### src/rtl/dram_pkg.sv
// Shared types and helpers for the dual-port distributed-RAM channel array.
package dram_pkg;

    typedef enum logic {INIT, READY} state_t;

    localparam int DEF_DEPTH     = 32;
    localparam int ADDR_W        = $clog2(DEF_DEPTH);
    localparam int SLICE_MAX_BUS = 1024;
    localparam int SLICE_MAX_W   = 64;

    function automatic int addr_w(input int depth);
        return $clog2(depth);
    endfunction

    // Channel c of a packed bus whose channels are w bits wide; caller truncates to w.
    function automatic logic [SLICE_MAX_W-1:0] ch_slice(input logic [SLICE_MAX_BUS-1:0] bus,
                                                        input int c, input int w);
        logic [SLICE_MAX_W-1:0] r;
        r = '0;
        for (int i = 0; i < SLICE_MAX_W; i++)
            if (i < w && (c * w + i) < SLICE_MAX_BUS)
                r[i] = bus[c * w + i];
        return r;
    endfunction

endpackage

### src/rtl/dram_dp_array_if.sv
// Control, write and read bus of the channel array; master drives, slave is the array.
interface dram_dp_array_if #(
    parameter int AW       = 5,
    parameter int CHANNELS = 2,
    parameter int WIDTH    = 1
);
    logic                      clr;
    logic [CHANNELS-1:0]       we;
    logic [AW-1:0]             addr;
    logic [AW-1:0]             dpra;
    logic [CHANNELS*WIDTH-1:0] wdata;
    logic [CHANNELS*WIDTH-1:0] spo;
    logic [CHANNELS*WIDTH-1:0] dpo;
    logic                      busy;

    modport master (output clr, we, addr, dpra, wdata, input spo, dpo, busy);
    modport slave  (input clr, we, addr, dpra, wdata, output spo, dpo, busy);
endinterface

### src/rtl/dram_dp_channel.sv
// One DEPTH x WIDTH channel: single synchronous write port, two asynchronous read ports.
module dram_dp_channel #(
    parameter int DEPTH = 32,
    parameter int WIDTH = 1,
    parameter int AW    = $clog2(DEPTH)
) (
    input  logic             i_clk,
    input  logic             i_we,
    input  logic [AW-1:0]    i_waddr,
    input  logic [WIDTH-1:0] i_wdata,
    input  logic [AW-1:0]    i_ra0,
    input  logic [AW-1:0]    i_ra1,
    output logic [WIDTH-1:0] o_rd0,
    output logic [WIDTH-1:0] o_rd1
);
    // Deliberately unreset; contents are defined only by the init sweep.
    logic [WIDTH-1:0] r_mem [DEPTH];

    always_ff @(posedge i_clk)
        if (i_we) r_mem[i_waddr] <= i_wdata;

    assign o_rd0 = r_mem[i_ra0];
    assign o_rd1 = r_mem[i_ra1];
endmodule

### src/rtl/dram_dp_array.sv
// Array of dual-port distributed-RAM channels with init/clear sweep and optional output register.
module dram_dp_array
    import dram_pkg::*;
#(
    parameter int               DEPTH     = 32,
    parameter int               WIDTH     = 1,
    parameter int               CHANNELS  = 2,
    parameter int               READ_REG  = 1,
    parameter logic [WIDTH-1:0] INIT_WORD = '0
) (
    input logic            clk,
    input logic            rst_n,
    dram_dp_array_if.slave bus
);
    localparam int AW = addr_w(DEPTH);
    localparam int BW = CHANNELS * WIDTH;

    state_t                    r_state;
    state_t                    w_state_nxt;
    logic [AW-1:0]             r_cnt;
    logic                      w_busy;
    logic [CHANNELS-1:0]       w_we;
    logic [AW-1:0]             w_waddr;
    logic [SLICE_MAX_BUS-1:0]  w_wdata_ext;
    logic [BW-1:0]             w_rd_spo;
    logic [BW-1:0]             w_rd_dpo;

    always_ff @(posedge clk or negedge rst_n) begin
        if (!rst_n) r_state <= INIT;
        else        r_state <= w_state_nxt;
    end

    always_comb begin
        w_state_nxt = r_state;
        case (r_state)
            INIT:    if (!bus.clr && r_cnt == AW'(DEPTH - 1)) w_state_nxt = READY;
            READY:   if (bus.clr) w_state_nxt = INIT;
            default: w_state_nxt = INIT;
        endcase
    end

    // clr mid-sweep restarts the sweep; the word at the current count is still written.
    always_ff @(posedge clk or negedge rst_n) begin
        if (!rst_n)                   r_cnt <= '0;
        else if (bus.clr)             r_cnt <= '0;
        else if (r_state == INIT)     r_cnt <= r_cnt + 1'b1;
    end

    assign w_busy      = (r_state == INIT);
    assign bus.busy    = w_busy;
    assign w_waddr     = w_busy ? r_cnt : bus.addr;
    assign w_wdata_ext = {{(SLICE_MAX_BUS - BW){1'b0}}, bus.wdata};

    for (genvar c = 0; c < CHANNELS; c++) begin : g_ch
        logic [WIDTH-1:0] w_wd;

        // A clr in READY drops the user write of that cycle.
        assign w_we[c] = w_busy | (bus.we[c] & ~bus.clr);
        assign w_wd    = w_busy ? INIT_WORD : WIDTH'(ch_slice(w_wdata_ext, c, WIDTH));

        dram_dp_channel #(.DEPTH(DEPTH), .WIDTH(WIDTH), .AW(AW)) u_ch (
            .i_clk   (clk),
            .i_we    (w_we[c]),
            .i_waddr (w_waddr),
            .i_wdata (w_wd),
            .i_ra0   (bus.addr),
            .i_ra1   (bus.dpra),
            .o_rd0   (w_rd_spo[c*WIDTH +: WIDTH]),
            .o_rd1   (w_rd_dpo[c*WIDTH +: WIDTH])
        );
    end

    if (READ_REG != 0) begin : g_reg
        logic [BW-1:0] r_spo;
        logic [BW-1:0] r_dpo;

        // Read-first: the array updates on the same edge, so the old word is captured.
        always_ff @(posedge clk or negedge rst_n) begin
            if (!rst_n) begin
                r_spo <= '0;
                r_dpo <= '0;
            end else begin
                r_spo <= w_busy ? '0 : w_rd_spo;
                r_dpo <= w_busy ? '0 : w_rd_dpo;
            end
        end

        // Gate as well, so the cycle right after clr already reads zero.
        assign bus.spo = w_busy ? '0 : r_spo;
        assign bus.dpo = w_busy ? '0 : r_dpo;
    end else begin : g_comb
        assign bus.spo = w_busy ? '0 : w_rd_spo;
        assign bus.dpo = w_busy ? '0 : w_rd_dpo;
    end
endmodule

### src/flat_wrapper.sv
// flat-port wrapper written by rule: the top's interface ports become plain ports
module dram_dp_array_flat import dram_pkg::*;
#(
    parameter int               DEPTH     = 32,
    parameter int               WIDTH     = 1,
    parameter int               CHANNELS  = 2,
    parameter int               READ_REG  = 1,
    parameter logic [WIDTH-1:0] INIT_WORD = '0
)
  (clk, rst_n, bus_clr, bus_we, bus_addr, bus_dpra, bus_wdata, bus_spo, bus_dpo, bus_busy);
  dram_dp_array_if #(.AW((5)), .CHANNELS(CHANNELS), .WIDTH(WIDTH)) bus_i ();
  input logic clk;
  input logic rst_n;
  input wire logic [$bits(bus_i.clr)-1:0] bus_clr;
  input wire logic [$bits(bus_i.we)-1:0] bus_we;
  input wire logic [$bits(bus_i.addr)-1:0] bus_addr;
  input wire logic [$bits(bus_i.dpra)-1:0] bus_dpra;
  input wire logic [$bits(bus_i.wdata)-1:0] bus_wdata;
  output wire logic [$bits(bus_i.spo)-1:0] bus_spo;
  output wire logic [$bits(bus_i.dpo)-1:0] bus_dpo;
  output wire logic [$bits(bus_i.busy)-1:0] bus_busy;
  assign bus_i.clr = bus_clr;
  assign bus_i.we = bus_we;
  assign bus_i.addr = bus_addr;
  assign bus_i.dpra = bus_dpra;
  assign bus_i.wdata = bus_wdata;
  assign bus_spo = bus_i.spo;
  assign bus_dpo = bus_i.dpo;
  assign bus_busy = bus_i.busy;
  dram_dp_array #(.DEPTH(DEPTH), .WIDTH(WIDTH), .CHANNELS(CHANNELS), .READ_REG(READ_REG), .INIT_WORD(INIT_WORD)) u_core (.clk(clk), .rst_n(rst_n), .bus(bus_i));
endmodule
### config.mk
export PLATFORM = sky130hd
export DESIGN_NAME = dram_dp_array_flat
export DESIGN_NICKNAME = d
export VERILOG_FILES = /design/src/rtl/dram_pkg.sv /design/src/rtl/dram_dp_array_if.sv /design/src/rtl/dram_dp_channel.sv /design/src/rtl/dram_dp_array.sv /design/src/flat_wrapper.sv
export SDC_FILE = /design/constraint.sdc
export NUM_CORES = 1
export LEC_CHECK = 0
export ABC_AREA = 1
export CELL_PAD_IN_SITES_DETAIL_PLACEMENT = 1
export CELL_PAD_IN_SITES_GLOBAL_PLACEMENT = 1
export CORE_MARGIN = 2
export CORE_UTILIZATION = 30
export CTS_CLUSTER_DIAMETER = 40
export DETAILED_ROUTE_END_ITERATION = 12
export MAX_ROUTING_LAYER = met4
export PLACE_DENSITY = 0.6
export RECOVER_POWER = 50
export SYNTH_ARGS = -nofsm -noshare
export SYNTH_HDL_FRONTEND = slang
export SYNTH_SLANG_ARGS = --single-unit
### constraint.sdc
create_clock -name clk -period 1.7 [get_ports clk]
set_input_delay 0.34 -clock clk [delete_from_list [all_inputs] [get_ports clk]]
set_output_delay 0.34 -clock clk [all_outputs]
set_load 0.01 [all_outputs]
==> results.cfg <==
[floorplanning]
dieArea_sq_um = 15400
die_w_microns = 124
ioPinCount = 22
initial_core_util_pct = 31.0
core_area_sq_um = 14000
fp-row-count = 43
dieHeight_microns = 124

[placement]
dp_hpwl_mm = 10.6
post_dp_cell_area_sq_um = 5080
place_ws_ns = -0.364
io_buffers = 21
place_congestion = 0.848
dp_cells = 737

[detailed_routing]
vias_per_cell = 5.28
top_layer_used = met4
wl_met3_microns = 651
dr.first_iter.drc_count = 266
route.detailed.drc = 0
firstDrtPassIters = 5
wl_met2_mm = 7.83
wire_per_inst_microns = 20.6
ant_nets = 0
vias = 4013
routed_wl_mm = 15.7
m1WireLength_mm = 6.84

[pwr]
pwr-share-clk_pct = 41.4
seqPwrFrac_pct = 43.5
comb_power_share_pct = 15.1
power_switching_share_pct = 26.4
leakage_uw = 0.00224
powerDensity_nw_per_um2 = 768
ir_drop_mv = 0.337
power_switching_uw = 1200
intPower_uw = 3360

[timing]
report.final.slew_viol_count = 0
grt_setup_unrepaired = yes
slew_headroom_pct = 45.7
setup_viol = 64
fin_ws_ns = -0.156
hold_viol = 0
min_period_over_period_pct = 109
worst_pin_slew_ns = 0.814
max_freq_mhz = 539
period_minus_slack_ns = 1.86
skew_ns = 0.00886
hold_ws_ns = 0.586

[grt]
grt_pass1_wl_mm = 24.1
antenna_found_initial = 0
overflow = 0
grt_max_degree = 33
grt_pass1_vias = 4133
track_usage_pct = 22.3

[setup_path]
arrival_ns = 1.90
path_buf_inv = 2
cp_slowest_cell = dfrtp_1
critical-path-top-delay-family = simple AND/OR/NAND/NOR gates
critPathLaunchType = flop
slowest_delay_ns = 0.41
crit_chain = buf_12, buf_12, o21ai_4, nand3_4, nor3_2
worstSetupPathType = flop to flop
crit_required_ns = 1.74
crit_fanout = 8
crit_path_end_kind = flop
worst_path_most_repeated_cell = buf_12

[clock_tree]
cts_tree = built
cts_buffer_depth = 2
cts_htree_levels = 3
clockRootBuffer = clkbuf_16
clk_latency_ns = 0.35
cts_sinks = 74
cts_made_buffers = 9
clkTransAtPathRegs_ns = 0.06
holdBufCountCts = 0

[synth]
synth_top_family_by_area = simple AND/OR/NAND/NOR gates
synth_edf_count = 64
synth_top_area_share_pct = 44.4
synthSimpleGateAreaFrac_pct = 33.8
syn_inst = 516
yosysMostFrequentCell = nand2_1
synth-seq-area-share_pct = 50.1
synth_fp_nets = 535
synth_seq_cells = 74
yosys.area.top_type = edfxtp_1
synth_compound_area_share_pct = 7.97
synthMuxAreaShare_pct = 0
synth_cell_types = 29
avgSynthCellArea_sq_um = 8.40
dominantRegCellSynth = edfxtp_1
synth_area_sq_um = 4330
synth_fa_ha_area_share_pct = 0.578
async_flop_share_pct = 13.5
synthTopCellsByArea = edfxtp_1, nand2_1, nor3_1
synthXorXnorAreaFrac_pct = 0
ys_warn_count = 0
synth_commonest_cells = nand2_1, edfxtp_1, nor3_1

[outcome]
status = finished, violations left
violations = negative setup slack

[worst_hold_path]
hold_class = primary input to async pin

[final_layout]
final_util_pct = 42.5
finish.instance_area_sq_um = 5940
area_delta_synth_final_pct = 37.2
nets = 594
drive_above_1_share_pct = 29.7
antennaDiodeCount = 0
layout.cells.non_filler = 760

[run]
maxCapViolations = 0
-- stage by stage --
stage                     TNS, ns  total power [uW]
after floorplan                 0              2330
after global placement     -15.37              2610
after CTS                   -4.36              4520
after global routing        -9.88              4720
after detailed placement   -17.44              2620
final                       -5.49              4560
-- power groups by stage --
stage	Clock (uW)	Combinational (uW)	Sequential, uW
5_1_grt	1990	744	1990
6_report	1890	688	1980
3_5_place_dp	0	599	2020
3_3_place_gp	0	590	2020
2_1_floorplan	0	313	2020
4_1_cts	1920	621	1980
-- per-layer routing --
metal | global-route usage [%] | vias up
met4 | 8.85 | 0
met3 | 2.61 | 26
met1 | 27.9 | 2007
li1 | - | 1895
met5 | - | -
met2 | 36.9 | 85
-- path summary, 6_finish.rpt --
| path | startpoint | endpoint | slack, ns | cells after the start |
|---|---|---|---|---|
| max in group asynchronous | rst_n | u_core.r_cnt[3] | 0.60 | 2 |
| min in group clk | u_core.r_cnt[2] | u_core.r_cnt[2] | 0.59 | 2 |
| hold / removal | rst_n | u_core.g_reg.r_spo[0] | 0.59 | 2 |
| setup / recovery | u_core.r_state | u_core.g_ch[0].u_ch.r_mem[16] | -0.16 | 5 |
| setup reg to reg | u_core.r_state | u_core.g_ch[0].u_ch.r_mem[16] | -0.16 | 5 |
| hold reg to reg | u_core.r_cnt[2] | u_core.r_cnt[2] | 0.59 | 2 |
-- what timing repair did --
action / in CTS / in global routing
hold endpoints to repair: 0 / 0
setup buffers: 2 / 4
gates cloned: 0 / 1
gates resized for setup: 49 / 84
pin swaps: 11 / 23
endpoints found under the setup margin: 38 / 73
-- layout make-up --
| cell class | count | area [sq um] |
|---|---|---|
| Tap cell | 180 | 225 |
| Multi-Input combinational cell | 377 | 2310 |
| Clock inverter | 6 | 57.6 |
| Timing Repair Buffer | 80 | 825 |
| Clock buffer | 10 | 229 |
| Fill cell | 1633 | 8050 |
| Inverter | 33 | 129 |
| Sequential cell | 74 | 2170 |
-- kinds of logic (layout without fill, tap and decap cells) --
group / after synthesis / in the layout
AOI/OAI and AO/OA: 58 / 58
adders and majority gates: 2 / 2
buffers and inverters: 65 / 129
DFF: 74 / 74
and+or+nand+nor: 317 / 317
-- sequential cells by signal (all words and copies together) (netlist names) --
register	flops
u_core.g_reg.r_spo	2
u_core.g_reg.r_dpo	2
u_core.r_cnt	5
u_core.r_state	1
u_core.g_ch.u_ch.r_mem	64
-- layout by cell type (no fill, tap or decap), types with 14 or more instances in the layout --
master           count
nor3_4              15
inv_1               24
nor2_1              57
edfxtp_1            64
nor3_2              48
buf_4               37
nand2_1            109
clkdlybuf4s50_1     14
nand3_1             63
o21ai_0             30
(Power assumes the default switching activity.)
